[src/rtl/ucie_ctl_phy_wr_bridge.sv]
// rtl/ucie_ctl_phy_wr_bridge.sv - PHY write-forward FIFO with ordered retrain request/ack
module ucie_ctl_phy_wr_bridge #(
    parameter int ADDR_WIDTH = 8,
    parameter int DATA_WIDTH = 32,
    parameter int FIFO_DEPTH = 4
) (
    input  logic                          i_clk,
    input  logic                          i_rst_n,
    input  logic                          i_phy_WR,
    input  logic [ADDR_WIDTH-1:0]         i_phy_addr,
    input  logic [DATA_WIDTH-1:0]         i_phy_WDATA,
    input  logic                          i_retrain,
    output logic                          o_pv_valid,
    output logic [ADDR_WIDTH-1:0]         o_pv_addr,
    output logic [DATA_WIDTH-1:0]         o_pv_data,
    input  logic                          i_pv_ready,
    output logic                          o_retrain_req,
    input  logic                          i_retrain_ack,
    output logic                          o_fifo_full,
    output logic [$clog2(FIFO_DEPTH):0]   o_count,
    output logic                          o_overflow,
    input  logic                          i_ovf_clr
);
    localparam int PW = $clog2(FIFO_DEPTH);
    localparam int CW = PW + 1;

    typedef enum logic [1:0] {S_IDLE, S_DRAIN, S_REQ} state_t;

    state_t                state, state_nxt;
    logic [ADDR_WIDTH-1:0] mem_addr [FIFO_DEPTH];
    logic [DATA_WIDTH-1:0] mem_data [FIFO_DEPTH];
    logic [PW-1:0]         wr_ptr, rd_ptr;
    logic [CW-1:0]         count, drain_cnt, drain_cnt_nxt;
    logic                  retrain_prev;
    logic                  push, pop, drop, retrain_rise;

    // Handshake qualifiers; a pop frees a slot for a same-cycle push into a full FIFO
    always_comb begin
        pop          = o_pv_valid & i_pv_ready;
        push         = i_phy_WR & ((count < CW'(FIFO_DEPTH)) | pop);
        drop         = i_phy_WR & ~push;
        retrain_rise = i_retrain & ~retrain_prev;
    end

    assign o_pv_valid    = (count != '0) & (state != S_REQ);
    assign o_pv_addr     = mem_addr[rd_ptr];
    assign o_pv_data     = mem_data[rd_ptr];
    assign o_retrain_req = (state == S_REQ);
    assign o_fifo_full   = (count == CW'(FIFO_DEPTH));
    assign o_count       = count;

    // FIFO storage, pointers and occupancy; storage cleared so the head reads 0 after reset
    always_ff @(posedge i_clk) begin
        if (!i_rst_n) begin
            wr_ptr <= '0;
            rd_ptr <= '0;
            count  <= '0;
            for (int i = 0; i < FIFO_DEPTH; i++) begin
                mem_addr[i] <= '0;
                mem_data[i] <= '0;
            end
        end else begin
            if (push) begin
                mem_addr[wr_ptr] <= i_phy_addr;
                mem_data[wr_ptr] <= i_phy_WDATA;
                wr_ptr           <= wr_ptr + PW'(1);
            end
            if (pop) begin
                rd_ptr <= rd_ptr + PW'(1);
            end
            case ({push, pop})
                2'b10:   count <= count + CW'(1);
                2'b01:   count <= count - CW'(1);
                default: count <= count;
            endcase
        end
    end

    // Sticky drop flag; a new drop wins over a same-cycle clear
    always_ff @(posedge i_clk) begin
        if (!i_rst_n) begin
            o_overflow <= 1'b0;
        end else if (drop) begin
            o_overflow <= 1'b1;
        end else if (i_ovf_clr) begin
            o_overflow <= 1'b0;
        end
    end

    // Retrain state register and edge-detect history
    always_ff @(posedge i_clk) begin
        if (!i_rst_n) begin
            state        <= S_IDLE;
            drain_cnt    <= '0;
            retrain_prev <= 1'b0;
        end else begin
            state        <= state_nxt;
            drain_cnt    <= drain_cnt_nxt;
            retrain_prev <= i_retrain;
        end
    end

    // Retrain sequencing: snapshot occupancy on the edge, wait for those entries to leave, then request
    always_comb begin
        state_nxt     = state;
        drain_cnt_nxt = drain_cnt;
        case (state)
            S_IDLE: begin
                if (retrain_rise) begin
                    state_nxt     = S_DRAIN;
                    drain_cnt_nxt = count + CW'(push) - CW'(pop);
                end
            end
            S_DRAIN: begin
                if (drain_cnt == '0) begin
                    state_nxt = S_REQ;
                end else if (pop) begin
                    drain_cnt_nxt = drain_cnt - CW'(1);
                end
            end
            S_REQ: begin
                if (i_retrain_ack) begin
                    state_nxt = S_IDLE;
                end
            end
            default: state_nxt = S_IDLE;
        endcase
    end
endmodule

[config.mk]
export PLATFORM = sky130hd
export DESIGN_NAME = ucie_ctl_phy_wr_bridge
export DESIGN_NICKNAME = d
export VERILOG_FILES = /design/src/rtl/ucie_ctl_phy_wr_bridge.sv
export SDC_FILE = /design/constraint.sdc
export NUM_CORES = 1
export LEC_CHECK = 0
export BUFFER_PORTS_ARGS = -buffer_cell sky130_fd_sc_hd__clkbuf_2
export CAP_MARGIN = 0
export CORE_ASPECT_RATIO = 1.2
export CORE_MARGIN = 1.5
export CORE_UTILIZATION = 25
export CTS_BUF_LIST = sky130_fd_sc_hd__clkbuf_4 sky130_fd_sc_hd__clkbuf_8 sky130_fd_sc_hd__clkbuf_16
export CTS_CLUSTER_SIZE = 25
export DETAILED_ROUTE_END_ITERATION = 8
export PLACE_DENSITY_LB_ADDON = 0.3
export SYNTH_ARGS = -nofsm -noshare
export SYNTH_HDL_FRONTEND = slang
export SYNTH_SLANG_ARGS = --single-unit
[constraint.sdc]
create_clock -name i_clk -period 3.86 [get_ports i_clk]
set_input_delay 0.193 -clock i_clk [delete_from_list [all_inputs] [get_ports i_clk]]
set_output_delay 0.193 -clock i_clk [all_outputs]
set_load 0.01 [all_outputs]
; Yosys cells after proc, flatten, opt, wreduce, memory -nomap -nowiden
; Memory sizes are Yosys's and may differ from the RTL's. A register that Yosys moved wholly into a read port is not among the register bits.
; Cells that the tools add are included.
[totals]
wordCells = 71
regBits = 14
in_bits = 47
out_inout_bits = 47
ram_bits = 160
mem_count = 2
[mem_list]
columns = name, depth, width, read_ports, rd_ports_with_merged_regs, write_ports, line
row1 = mem_data, 4, 32, 1, 1, 4, 31  ; logic [DATA_WIDTH-1:0] mem_data [FIFO_DEPTH];
row2 = mem_addr, 4, 8, 1, 1, 4, 30  ; logic [ADDR_WIDTH-1:0] mem_addr [FIFO_DEPTH];
[classes]
order_cmp = 1
n_addsub = 7
n_eq_ne = 11
n_bitwise = 8
n_reduce_logical = 10
muxes = 25
[ops]
columns = op, n
row1 = 2-to-1 mux 32 bit, 1
row2 = OR reduction 32 bit, 1
row3 = 2-to-1 mux 2 bit, 9
row4 = one-hot mux 3 bit (2 select lines), 2
row5 = "inequality test 2 bit, second input constant", 5
row6 = 2-to-1 mux 3 bit, 3
row7 = 2-to-1 mux 1 bit, 8
row8 = 2-to-1 mux 8 bit, 1
row9 = OR reduction 8 bit, 1
row10 = one-hot mux 2 bit (3 select lines), 1
row11 = nonzero test 2 bit, 3
row12 = "subtractor 3 x 1 -> 3 bit, second input constant", 2
row13 = bitwise AND 1 bit, 5
row14 = "adder 2 x 1 -> 2 bit, second input constant", 2
row15 = "equality test 2 x 1 -> 1 bit, second input constant", 2
row16 = "equality test 2 bit, second input constant", 2
row17 = AND reduction 4 bit, 1
row18 = adder 3 x 1 -> 3 bit, 1
row19 = "adder 3 x 1 -> 3 bit, second input constant", 1
row20 = "equality test 3 bit, second input constant", 1
row21 = zero test 3 bit, 1
row22 = "less-than comparator 3 bit, second input constant", 1
row23 = AND reduction 3 bit, 1
row24 = nonzero test 3 bit, 1
row25 = other kinds (5), 6

; Depth between registers and ports, before layout
; Gate-level depths: netlist of the first run.
[logic_depth]
depth_word = 10
ltp_mapped = 12
depth_no_buf = 12

; Worst setup path after synthesis of the first run
; Ideal clock, no wire load.
[synth_timing]
path_type = reg-to-reg
start = register state[0]
end = memory mem_addr[1][0] (enable)
path_slack_ns = -0.412
n_path_buf = 0
setup_ns = 0.493
arrival_time_ns = 3.780
path_stages_with_launch = 6
synth_period_minus_slack_ns = 4.272
t_required_ns = 3.367
path_cell_list = dfxtp_1 nand2b_4 inv_1 o21ai_0 nand3_1 o21ai_0
[synth_rtl]
columns = item, line
row1 = start: declaration, 29  ; state_t state, state_nxt;
row2 = start signal: assignment, 97  ; state <= state_nxt;
row3 = end: declaration, 30

; Final worst setup path of the first run
[layout_timing]
start = register state[0]
end = register drain_cnt[2]
[layout_between]
elab_chain_cells = 9
word_cells_on_any_way = 16
classes_between = 2 x add/sub / 5 x eq/ne / 2 x mux / 4 x bitwise / 3 x reduce/logical
[layout_lines]
columns = item, line
row1 = inequality test 2 bit, 45  ; assign o_pv_valid = (count != '0) & (state != S_REQ);
row2 = bitwise AND 1 bit, 45
row3 = bitwise AND 1 bit, 39  ; pop = o_pv_valid & i_pv_ready;
row4 = bitwise OR 1 bit, 40  ; push = i_phy_WR & ((count < CW'(FIFO_DEPTH)) | pop);
row5 = bitwise AND 1 bit, 40
row6 = adder 3 x 1 -> 3 bit, 111  ; drain_cnt_nxt = count + CW'(push) - CW'(pop);
row7 = subtractor 3 x 1 -> 3 bit, 111
row8 = 2-to-1 mux 3 bit, 109  ; if (retrain_rise) begin
row9 = one-hot mux 3 bit (2 select lines), 107  ; case (state)
row10 = end signal: assignment, 98  ; drain_cnt <= drain_cnt_nxt;
row11 = end: declaration, 33  ; logic [CW-1:0] count, drain_cnt, drain_cnt_nxt;
; Parallel ways exist; a longest one is shown, timed or not. The select of a mux whose other input is x is not followed.
; A chain may end at the register's enable or synchronous reset.

==> impl_metrics.xml, run 1 <==
<?xml version="1.0" encoding="UTF-8"?>
<metrics>
  <group name="floorplan">
    <metric name="num_rows" unit="">70</metric>
    <metric name="initial_utilization" unit="">0.256</metric>
    <metric name="die_y" unit="µm">197</metric>
    <metric name="io_pins" unit="">94</metric>
    <metric name="floorplan.core_area" unit="µm²">30700</metric>
    <metric name="die-width" unit="µm">165</metric>
    <metric name="die_area" unit="µm²">32500</metric>
  </group>
  <group name="sta">
    <metric name="setup_viol_count_final" unit="">0</metric>
    <metric name="slew-limit-headroom" unit="">0.221</metric>
    <metric name="tightestPinTransition" unit="ns">1.17</metric>
    <metric name="hold-worst-slack" unit="ns">0.0426</metric>
    <metric name="layout_worst_path_cycle_share" unit="">0.763</metric>
    <metric name="final.setup.tns" unit="ns">0</metric>
    <metric name="final-hold-violation-count" unit="">0</metric>
    <metric name="finClkSkew" unit="ns">0.0111</metric>
    <metric name="fmax" unit="GHz">0.339</metric>
    <metric name="shortest_period_the_worst_path_allows" unit="ns">2.95</metric>
    <metric name="grt_setup_unrepaired" unit="">no</metric>
    <metric name="final_max_slew_viol_count" unit="">0</metric>
  </group>
  <group name="setup_path">
    <metric name="critPathMaxStageDelay" unit="ns">0.38</metric>
    <metric name="critPathMaxFanout" unit="">6</metric>
    <metric name="critical_path.endpoint_type" unit="">flop</metric>
    <metric name="timing_worst_setup_path_type" unit="">reg2reg</metric>
    <metric name="cp_data_required_time" unit="ns">4.20</metric>
    <metric name="startpoint_type" unit="">flop</metric>
    <metric name="critical_path_arrival" unit="ns">3.29</metric>
    <metric name="crit_path_top_delay_cell" unit="">dfxtp_1</metric>
    <metric name="path_cells" unit="">nand2b_4 -&gt; inv_1 -&gt; o21ai_0 -&gt; nand2_1 -&gt; ha_1 -&gt; inv_1 -&gt; ha_1 -&gt; fa_1 -&gt; xnor2_1 -&gt; xnor2_1 -&gt; o22ai_1 -&gt; a211oi_1</metric>
  </group>
  <group name="cells_and_area">
    <metric name="diodes" unit="">0</metric>
    <metric name="finish.net_count" unit="">635</metric>
    <metric name="layout-area-overhead-vs-synth" unit="%">18.5</metric>
    <metric name="final_layout_size_suffix_gt1_frac" unit="">0.313</metric>
    <metric name="finalCoreUtilization" unit="">0.303</metric>
  </group>
  <group name="grt">
    <metric name="pin_count_of_the_biggest_net_entering_global_routing" unit="">122</metric>
    <metric name="via_count_of_the_first_global_routing_pass" unit="">4802</metric>
    <metric name="grt.met2_usage" unit="">0.199</metric>
    <metric name="globalRoute.totalOverflow" unit="">0</metric>
    <metric name="busiest_layer" unit="">met2</metric>
    <metric name="track_usage" unit="">0.120</metric>
    <metric name="global_route_wire_length_before_repair" unit="mm">28.3</metric>
    <metric name="gr-usage-met1" unit="">0.148</metric>
    <metric name="grt_util_met3" unit="">0.0409</metric>
    <metric name="antenna_found_initial" unit="">1</metric>
  </group>
  <group name="pwr">
    <metric name="max-vdd-ir-drop" unit="V">0.000411</metric>
    <metric name="leakage_power" unit="nW">3.71</metric>
    <metric name="pwr-share-comb" unit="">0.232</metric>
    <metric name="p_sw_frac" unit="">0.289</metric>
    <metric name="power.share.clock" unit="">0.305</metric>
    <metric name="power_density" unit="nW/µm²">585</metric>
    <metric name="seqPwrFrac" unit="">0.463</metric>
    <metric name="total_power" unit="mW">5.44</metric>
    <metric name="p_int" unit="mW">3.87</metric>
    <metric name="power_switching" unit="mW">1.57</metric>
  </group>
  <group name="synthesis">
    <metric name="synth_edf_count" unit="">160</metric>
    <metric name="synth_area" unit="µm²">7850</metric>
    <metric name="proportion_of_register_bits_with_asynchronous_set_or_reset_after_synthesis" unit="">0</metric>
    <metric name="netlist-cell-type-count" unit="">44</metric>
    <metric name="synth_cells" unit="">497</metric>
    <metric name="synth_area_per_cell" unit="µm²">15.8</metric>
    <metric name="ys_ff_latch" unit="">176</metric>
    <metric name="total_nets_after_synthesis" unit="">550</metric>
    <metric name="synth.yosys.seq_area_share" unit="">0.653</metric>
    <metric name="synth_warnings" unit="">0</metric>
    <metric name="synth_ff_type" unit="">edfxtp_1</metric>
  </group>
  <group name="clock_tree">
    <metric name="cts.repair.resized" unit="">0</metric>
    <metric name="post_cts_buffers" unit="">0</metric>
    <metric name="clk-insertion-delay-late" unit="ns">0.43</metric>
    <metric name="cts_buffers" unit="">17</metric>
    <metric name="hold_buffers" unit="">1</metric>
    <metric name="clock_tree.root_cell" unit="">clkbuf_16</metric>
    <metric name="cts.path.max_buffers" unit="">2</metric>
    <metric name="tritoncts" unit="">yes</metric>
    <metric name="clock_sink_count" unit="">176</metric>
    <metric name="path_clk_slew" unit="ns">0.07</metric>
    <metric name="cts-htree-levels" unit="">4</metric>
  </group>
  <group name="min_path">
    <metric name="min_path_type" unit="">in2reg</metric>
  </group>
  <group name="detailed_routing">
    <metric name="count_of_routing_violations_after_the_opening_detailed_route_iteration" unit="">268</metric>
    <metric name="drt_pass1_iterations" unit="">4</metric>
    <metric name="vias" unit="">4442</metric>
    <metric name="drt-wirelength-per-cell" unit="µm">18.6</metric>
    <metric name="drc" unit="">0</metric>
    <metric name="ant_nets" unit="">0</metric>
    <metric name="route.detailed.vias_per_inst" unit="">4.49</metric>
    <metric name="finalWirelength" unit="mm">18.4</metric>
  </group>
  <group name="run">
    <metric name="maxCapViolations" unit="">0</metric>
  </group>
  <group name="outcome">
    <metric name="status" unit="">complete, no violations</metric>
  </group>
  <group name="placed_design">
    <metric name="place.gp.congestion" unit="">0.851</metric>
    <metric name="place.port_buffers" unit="">93</metric>
    <metric name="dp_hpwl" unit="mm">10.6</metric>
  </group>
</metrics>
cells in the mapped netlist (2+ instances only):
library cell,number,area share
ha_1,4,0.0064
dfxtp_1,16,0.041
or3_1,2,0.0016
clkbuf_1,17,0.0081
buf_6,9,0.013
buf_4,4,0.0038
mux4_2,40,0.11
inv_1,12,0.0057
xor2_1,3,0.0033
clkbuf_2,4,0.0026
nor2_1,10,0.0048
nand2b_1,3,0.0024
nor3_1,2,0.0013
nand3_1,2,0.0013
a211oi_1,2,0.0019
a21oi_1,3,0.0019
and3_1,81,0.065
a21o_1,2,0.0019
o21ai_0,7,0.0045
nand2_1,4,0.0019
edfxtp_1,160,0.61
and2_1,83,0.066
fa_1,2,0.0051
nor2b_1,2,0.0016
o22ai_1,2,0.0016
xnor2_1,3,0.0033
per-layer routing:
layer  wire length [µm]  vias to the layer above
met4                159                        2
met5                 13                        -
met2               9180                       87
met1               8060                     2297
met3               1040                       10
li1                   -                     2046
layout make-up:
type	count	area, µm²
timing repair buffer	102	561
clock buffer	19	440
clock inverter	12	120
fill	3031	21400
inverter	13	48.8
multi-input combinational	272	2500
sequential	176	5130
tap	396	495
through the flow:
stage | area [µm²] | setup WS [ns] | instances
final | 9290 | 0.913 | 990
after global routing | 9290 | 0.697 | 990
after CTS | 9290 | 0.924 | 990
after detailed placement | 8720 | 0.945 | 958
after global placement | 8720 | 1.12 | 958
after floorplan | 7850 | -0.412 | 497
logic make-up (layout without fill, tap and decap cells):
family,after synthesis,count (layout),synth area share
xor+xnor,6,6,0.00670
flops,176,176,0.653
buf+inv,49,146,0.0348
simple gates,196,196,0.157
mux,40,40,0.115
fa+ha+maj,6,6,0.0115
compound gates,24,24,0.0222
critical path: cells and delay by family (launching register included):
kind	cells	cell delay, ns
compound gates	3	0.62
xor+xnor	2	0.36
fa+ha+maj	3	0.94
buf+inv	2	0.18
flops	1	0.38
simple gates	2	0.37
power groups by stage:
stage | sequential (mW) | clock (mW) | combinational [mW]
floorplan | 2.39 | 0 | 0.977
global placement | 2.56 | 0 | 1.28
detailed placement | 2.57 | 0 | 1.29
CTS | 2.53 | 1.70 | 1.29
global route | 2.56 | 1.78 | 1.38
finish | 2.52 | 1.66 | 1.26
worst paths after layout:
path                   to  cells after the start    startpoint  slack (ns)
min reg2reg  drain_cnt[0]                      2  drain_cnt[0]        0.50
max reg2reg  drain_cnt[2]                     12      state[0]        0.91
max          drain_cnt[2]                     12      state[0]        0.91
min            o_overflow                      4     i_ovf_clr        0.04
cell usage in the layout, fill, tap and decap left out, types with 5 or more instances in the layout:
cell	Yosys	layout
nor2_1	10	9
mux4_2	40	40
clkbuf_2	4	93
and3_1	81	81
edfxtp_1	160	160
buf_4	4	6
and2_1	83	83
clkinv_2	0	5
dfxtp_1	16	14
clkbuf_16	0	17
inv_1	12	12
sequential cells by signal, summed over array words and instances, names as in the netlist, named ones only:
name          flops
mem_addr         32
drain_cnt         3
mem_data        128
rd_ptr            2
state             2
o_count           3
o_overflow        1
wr_ptr            2
retrain_prev      1
(Power assumes the default switching activity.)
==> run 2, diff against run 1 <==
clock period = 2.7 ns   (was 3.86 ns; I/O delays follow)
==> impl_metrics.xml, run 2 (synthesis gave the netlist of run 1 again) <==
<?xml version="1.0" encoding="UTF-8"?>
<metrics>
  <group name="sta">
    <metric name="final_max_slew_viol_count" unit="">0</metric>
    <metric name="layout_worst_path_cycle_share" unit="">0.952</metric>
    <metric name="final.setup.tns" unit="ns">0</metric>
    <metric name="tightestPinTransition" unit="ns">0.694</metric>
    <metric name="final-hold-violation-count" unit="">0</metric>
    <metric name="setup_viol_count_final" unit="">0</metric>
    <metric name="slew-limit-headroom" unit="">0.537</metric>
    <metric name="shortest_period_the_worst_path_allows" unit="ns">2.57</metric>
    <metric name="finClkSkew" unit="ns">0.0132</metric>
    <metric name="grt_setup_unrepaired" unit="">no</metric>
    <metric name="fmax" unit="GHz">0.389</metric>
  </group>
  <group name="pwr">
    <metric name="power.share.clock" unit="">0.315</metric>
    <metric name="seqPwrFrac" unit="">0.419</metric>
    <metric name="p_int" unit="mW">5.75</metric>
    <metric name="max-vdd-ir-drop" unit="V">0.000481</metric>
    <metric name="power_density" unit="nW/µm²">843</metric>
    <metric name="total_power" unit="mW">8.11</metric>
    <metric name="power_switching" unit="mW">2.35</metric>
    <metric name="pwr-share-comb" unit="">0.266</metric>
    <metric name="leakage_power" unit="nW">3.87</metric>
    <metric name="p_sw_frac" unit="">0.290</metric>
  </group>
  <group name="placed_design">
    <metric name="dp_hpwl" unit="mm">11.2</metric>
    <metric name="place_area" unit="µm²">8840</metric>
    <metric name="place.gp.congestion" unit="">0.852</metric>
    <metric name="place.port_buffers" unit="">93</metric>
  </group>
  <group name="setup_path">
    <metric name="critPathMaxStageDelay" unit="ns">0.42</metric>
    <metric name="crit_path_top_delay_cell" unit="">or3_4</metric>
    <metric name="critPathMaxFanout" unit="">5</metric>
    <metric name="cp_top_family" unit="">adder cells</metric>
    <metric name="cp_data_required_time" unit="ns">3.05</metric>
    <metric name="critical_path.endpoint_type" unit="">flop</metric>
    <metric name="timing_worst_setup_path_type" unit="">reg2reg</metric>
    <metric name="critical_path_arrival" unit="ns">2.92</metric>
    <metric name="startpoint_type" unit="">flop</metric>
    <metric name="path_cells" unit="">or3_4 -&gt; nand3_2 -&gt; inv_1 -&gt; ha_1 -&gt; inv_1 -&gt; ha_1 -&gt; fa_2 -&gt; xnor2_2 -&gt; xnor2_1 -&gt; o22ai_1 -&gt; a211oi_1</metric>
    <metric name="critPathBufInv" unit="">2</metric>
  </group>
  <group name="cells_and_area">
    <metric name="diodes" unit="">0</metric>
    <metric name="layout.cells.most_common" unit="">edfxtp_1</metric>
    <metric name="layout-area-overhead-vs-synth" unit="%">22.6</metric>
    <metric name="final_layout_size_suffix_gt1_frac" unit="">0.326</metric>
    <metric name="finish.net_count" unit="">662</metric>
    <metric name="finish.instance_area" unit="µm²">9610</metric>
    <metric name="largest-register" unit="">mem_data</metric>
    <metric name="finalCoreUtilization" unit="">0.314</metric>
    <metric name="largest_register_ffs" unit="">128</metric>
    <metric name="reg.largest.list" unit="">mem_data (128), mem_addr (32)</metric>
    <metric name="layout.cells.most_common_list" unit="">edfxtp_1 (160), clkbuf_2 (93), and2_1 (83)</metric>
  </group>
  <group name="floorplan">
    <metric name="io_pins" unit="">94</metric>
    <metric name="initial_utilization" unit="">0.256</metric>
    <metric name="die_y" unit="µm">197</metric>
    <metric name="die_area" unit="µm²">32500</metric>
    <metric name="die-width" unit="µm">165</metric>
    <metric name="floorplan.core_area" unit="µm²">30700</metric>
    <metric name="num_rows" unit="">70</metric>
  </group>
  <group name="clock_tree">
    <metric name="path_clk_slew" unit="ns">0.07</metric>
    <metric name="clock_tree.root_cell" unit="">clkbuf_16</metric>
    <metric name="post_cts_buffers" unit="">0</metric>
    <metric name="clk-insertion-delay-late" unit="ns">0.43</metric>
    <metric name="cts.path.max_buffers" unit="">2</metric>
    <metric name="clock_sink_count" unit="">176</metric>
    <metric name="cts-htree-levels" unit="">4</metric>
    <metric name="tritoncts" unit="">yes</metric>
    <metric name="cts_buffers" unit="">17</metric>
  </group>
  <group name="detailed_routing">
    <metric name="drt-wirelength-per-cell" unit="µm">18.2</metric>
    <metric name="route.top_layer_used" unit="">met5</metric>
    <metric name="route.detailed.vias_per_inst" unit="">4.56</metric>
    <metric name="ant_nets" unit="">0</metric>
    <metric name="vias" unit="">4644</metric>
    <metric name="dr_wl_met3" unit="µm">714</metric>
    <metric name="finalWirelength" unit="mm">18.5</metric>
    <metric name="drc" unit="">0</metric>
    <metric name="count_of_routing_violations_after_the_opening_detailed_route_iteration" unit="">291</metric>
    <metric name="drt_pass1_iterations" unit="">4</metric>
    <metric name="met2_length" unit="mm">9.60</metric>
    <metric name="drt-met1-wl" unit="mm">7.88</metric>
  </group>
  <group name="grt">
    <metric name="antenna_found_initial" unit="">1</metric>
    <metric name="globalRoute.totalOverflow" unit="">0</metric>
    <metric name="track_usage" unit="">0.121</metric>
    <metric name="global_route_wire_length_before_repair" unit="mm">28.7</metric>
    <metric name="pin_count_of_the_biggest_net_entering_global_routing" unit="">85</metric>
    <metric name="via_count_of_the_first_global_routing_pass" unit="">5101</metric>
  </group>
  <group name="run">
    <metric name="maxCapViolations" unit="">0</metric>
  </group>
  <group name="min_path">
    <metric name="min_path_type" unit="">in2reg</metric>
  </group>
  <group name="outcome">
    <metric name="status" unit="">complete, no violations</metric>
  </group>
</metrics>
==> run 2: changes by cell type in the layout (fill, tap and decap cells not counted), sizes merged <==
| cell | before | now |
|---|---|---|
| clkbuf | 112 | 110 |
| buf | 8 | 21 |
| inv | 13 | 18 |
| dlygate4sd3 | 1 | 15 |
| bufinv | 2 | 3 |
| clkinv | 7 | 5 |
| clkinvlp | 3 | 2 |
==> run 2: path summary, 6_finish.rpt <==
check | from | endpoint | slack (ns) | depth (start not counted)
min | i_phy_WDATA[27] | mem_data[3][27] | 0.02 | 2
max | o_count[1] | drain_cnt[2] | 0.13 | 11
min reg2reg | drain_cnt[0] | drain_cnt[0] | 0.49 | 2
max reg2reg | o_count[1] | drain_cnt[2] | 0.13 | 11
==> run 2: layout make-up <==
type / instances / area [µm²]
Inverter: 13 / 48.8
Tap cell: 396 / 495
Multi-Input combinational cell: 272 / 2510
Clock inverter: 15 / 183
Clock buffer: 17 / 425
Fill cell: 3030 / 21000
Timing Repair Buffer: 129 / 823
Sequential cell: 176 / 5130
==> run 2: worst register-to-register path, cell delays in order (launching register included) <==
cell and delay [ns]:
dfxtp_2 0.35, or3_4 0.42, nand3_2 0.10, inv_1 0.07, ha_1 0.29, inv_1 0.07
ha_1 0.19, fa_2 0.36, xnor2_2 0.14, xnor2_1 0.19, o22ai_1 0.10, a211oi_1 0.21
==> run 2: power by group through the flow <==
| stage | Combinational (mW) | Sequential [mW] | Clock, mW |
|---|---|---|---|
| 4_1_cts | 2.19 | 3.41 | 2.62 |
| 5_1_grt | 2.34 | 3.43 | 2.72 |
| 3_5_place_dp | 2.16 | 3.47 | 0 |
| 6_report | 2.15 | 3.40 | 2.55 |
| 3_3_place_gp | 2.12 | 3.44 | 0 |
| 2_1_floorplan | 1.40 | 3.42 | 0 |
==> run 2: timing repair <==
item | 4_1_cts | 5_1_grt
hold endpoints to repair | 20 | 0
setup endpoints to repair | 0 | 1
hold buffers | 15 | 0
resized for setup | 0 | 4
==> run 2: layer usage <==
| layer | vias up | track usage |
|---|---|---|
| met5 | - | 0 |
| met4 | 2 | 0.0447 |
| met3 | 23 | 0.0273 |
| met2 | 95 | 0.211 |
| met1 | 2419 | 0.143 |
| li1 | 2105 | - |
==> run 2: per-stage QoR <==
stage	hold WS (ns)	cells	setup WS (ns)
6_report	0.0247	1018	0.129
5_1_grt	0.0115	1018	0.00540
4_1_cts	0.00140	1018	0.0413
3_5_place_dp	0.371	971	0.0450
3_3_place_gp	0.366	971	0.208
2_1_floorplan	0.257	497	-0.502
==> run 3, diff against run 2 <==
PLACE_DENSITY = 0.42   (was default)
PLACE_DENSITY_LB_ADDON = default   (was 0.3)
==> impl_metrics.xml, run 3 (synthesis gave the netlist of run 1 again) <==
<?xml version="1.0" encoding="UTF-8"?>
<metrics>
  <group name="grt">
    <metric name="track_usage" unit="">0.122</metric>
    <metric name="via_count_of_the_first_global_routing_pass" unit="">4859</metric>
    <metric name="pin_count_of_the_biggest_net_entering_global_routing" unit="">122</metric>
    <metric name="antenna_found_initial" unit="">0</metric>
    <metric name="global_route_wire_length_before_repair" unit="mm">28.8</metric>
    <metric name="globalRoute.totalOverflow" unit="">0</metric>
  </group>
  <group name="detailed_routing">
    <metric name="ant_nets" unit="">0</metric>
    <metric name="drc" unit="">0</metric>
    <metric name="finalWirelength" unit="mm">18.9</metric>
    <metric name="route.detailed.vias_per_inst" unit="">4.49</metric>
    <metric name="drt-wirelength-per-cell" unit="µm">18.7</metric>
    <metric name="vias" unit="">4561</metric>
    <metric name="count_of_routing_violations_after_the_opening_detailed_route_iteration" unit="">204</metric>
    <metric name="drt_pass1_iterations" unit="">4</metric>
  </group>
  <group name="cells_and_area">
    <metric name="reg.largest.list" unit="">mem_data (128), mem_addr (32)</metric>
    <metric name="final_layout_size_suffix_gt1_frac" unit="">0.321</metric>
    <metric name="finish.net_count" unit="">659</metric>
    <metric name="layout-area-overhead-vs-synth" unit="%">22.7</metric>
    <metric name="diodes" unit="">0</metric>
    <metric name="final.fill_count" unit="">3020</metric>
    <metric name="finish.instance_area" unit="µm²">9630</metric>
    <metric name="largest-register" unit="">mem_data</metric>
    <metric name="layout.cells.most_common_list" unit="">edfxtp_1 (160), clkbuf_2 (93), and2_1 (83)</metric>
    <metric name="finalCoreUtilization" unit="">0.314</metric>
    <metric name="layout.cells.most_common" unit="">edfxtp_1</metric>
    <metric name="largest_register_ffs" unit="">128</metric>
  </group>
  <group name="placed_design">
    <metric name="place.port_buffers" unit="">93</metric>
    <metric name="placement.setup.worst_slack" unit="ns">0.0631</metric>
    <metric name="place.gp.congestion" unit="">0.852</metric>
    <metric name="dp_hpwl" unit="mm">11.2</metric>
    <metric name="place_area" unit="µm²">8870</metric>
  </group>
  <group name="setup_path">
    <metric name="critical_path.endpoint_type" unit="">flop</metric>
    <metric name="startpoint_type" unit="">flop</metric>
    <metric name="critical_path_arrival" unit="ns">2.92</metric>
    <metric name="cp_data_required_time" unit="ns">3.05</metric>
    <metric name="timing_worst_setup_path_type" unit="">reg2reg</metric>
    <metric name="critPathMaxFanout" unit="">5</metric>
    <metric name="reg2regPathDepth" unit="">11</metric>
  </group>
  <group name="floorplan">
    <metric name="die_area" unit="µm²">32500</metric>
    <metric name="initial_utilization" unit="">0.256</metric>
    <metric name="die-width" unit="µm">165</metric>
    <metric name="floorplan.core_area" unit="µm²">30700</metric>
    <metric name="die_y" unit="µm">197</metric>
    <metric name="io_pins" unit="">94</metric>
    <metric name="num_rows" unit="">70</metric>
  </group>
  <group name="pwr">
    <metric name="p_int" unit="mW">5.83</metric>
    <metric name="p_sw_frac" unit="">0.285</metric>
    <metric name="max-vdd-ir-drop" unit="V">0.000474</metric>
    <metric name="power_density" unit="nW/µm²">846</metric>
    <metric name="leakage_power" unit="nW">3.87</metric>
    <metric name="seqPwrFrac" unit="">0.431</metric>
    <metric name="pwr-share-comb" unit="">0.250</metric>
    <metric name="power_switching" unit="mW">2.32</metric>
    <metric name="power.share.clock" unit="">0.319</metric>
  </group>
  <group name="clock_tree">
    <metric name="clock_tree.root_cell" unit="">clkbuf_16</metric>
    <metric name="cts-htree-levels" unit="">4</metric>
    <metric name="clk-insertion-delay-late" unit="ns">0.43</metric>
    <metric name="path_clk_slew" unit="ns">0.07</metric>
    <metric name="cts_buffers" unit="">17</metric>
    <metric name="cts.path.max_buffers" unit="">2</metric>
    <metric name="tritoncts" unit="">yes</metric>
    <metric name="post_cts_buffers" unit="">0</metric>
    <metric name="clock_sink_count" unit="">176</metric>
  </group>
  <group name="run">
    <metric name="maxCapViolations" unit="">0</metric>
  </group>
  <group name="outcome">
    <metric name="status" unit="">complete, no violations</metric>
  </group>
  <group name="sta">
    <metric name="hold-worst-slack" unit="ns">0.0209</metric>
    <metric name="fmax" unit="GHz">0.389</metric>
    <metric name="setup_viol_count_final" unit="">0</metric>
    <metric name="final-hold-violation-count" unit="">0</metric>
    <metric name="slew-limit-headroom" unit="">0.508</metric>
    <metric name="tightestPinTransition" unit="ns">0.738</metric>
    <metric name="layout_worst_path_cycle_share" unit="">0.953</metric>
    <metric name="grt_setup_unrepaired" unit="">no</metric>
    <metric name="setup_ws" unit="ns">0.128</metric>
    <metric name="shortest_period_the_worst_path_allows" unit="ns">2.57</metric>
    <metric name="final_max_slew_viol_count" unit="">0</metric>
    <metric name="finClkSkew" unit="ns">0.0151</metric>
    <metric name="final.setup.tns" unit="ns">0</metric>
  </group>
  <group name="min_path">
    <metric name="min_path_cells" unit="">2</metric>
    <metric name="min_path_type" unit="">in2reg</metric>
  </group>
</metrics>
## run 3: timing repair
item,4_1_cts,5_1_grt
hold buffers,13,0
endpoints found under the hold margin,16,0
setup endpoints to repair,0,1
resized for setup,0,2
## run 3: cell type report
type	instances	area (µm²)	share of cell area
clock buffer	18	433	0.0450
tap	396	495	0.0515
clock inverter	14	189	0.0196
inverter	13	48.8	0.00507
timing repair buffer	126	833	0.0865
sequential	176	5130	0.533
multi-input combinational	272	2500	0.259
## run 3: routing by layer
layer / global-route usage / vias to the layer above / part of all wire
met5: 0 / - / 0
met3: 0.0294 / 11 / 0.042
li1: - / 2103 / -
met2: 0.211 / 89 / 0.52
met4: 0.0404 / 0 / 0.010
met1: 0.149 / 2358 / 0.43
## run 3: final timing paths
kind / start / to / slack (ns)
max: o_count[1] / drain_cnt[2] / 0.13
min reg2reg: drain_cnt[0] / drain_cnt[0] / 0.49
max reg2reg: o_count[1] / drain_cnt[2] / 0.13
min: i_phy_WDATA[25] / mem_data[2][25] / 0.02
## run 3: power by group through the flow
stage	Sequential (mW)	Clock [mW]	Combinational, mW
final	3.51	2.60	2.04
after global routing	3.55	2.78	2.23
after CTS	3.52	2.67	2.10
after detailed placement	3.58	0	2.08
after global placement	3.56	0	2.07
after floorplan	3.42	0	1.40
## run 3: stage by stage
| stage | power (mW) | instances |
|---|---|---|
| final | 8.15 | 1015 |
| after CTS | 8.29 | 1015 |
| after global placement | 5.63 | 970 |
| after global routing | 8.56 | 1015 |
| after floorplan | 4.82 | 497 |
| after detailed placement | 5.66 | 970 |
## run 3: critical path, stage by stage, from the launching register on
cell,delay (ns)
dfxtp_2,0.35
or3_4,0.41
nand3_2,0.09
inv_1,0.06
ha_1,0.29
inv_1,0.07
ha_1,0.19
fa_1,0.38
xnor2_1,0.19
xnor2_1,0.14
o22ai_1,0.09
a211oi_1,0.23
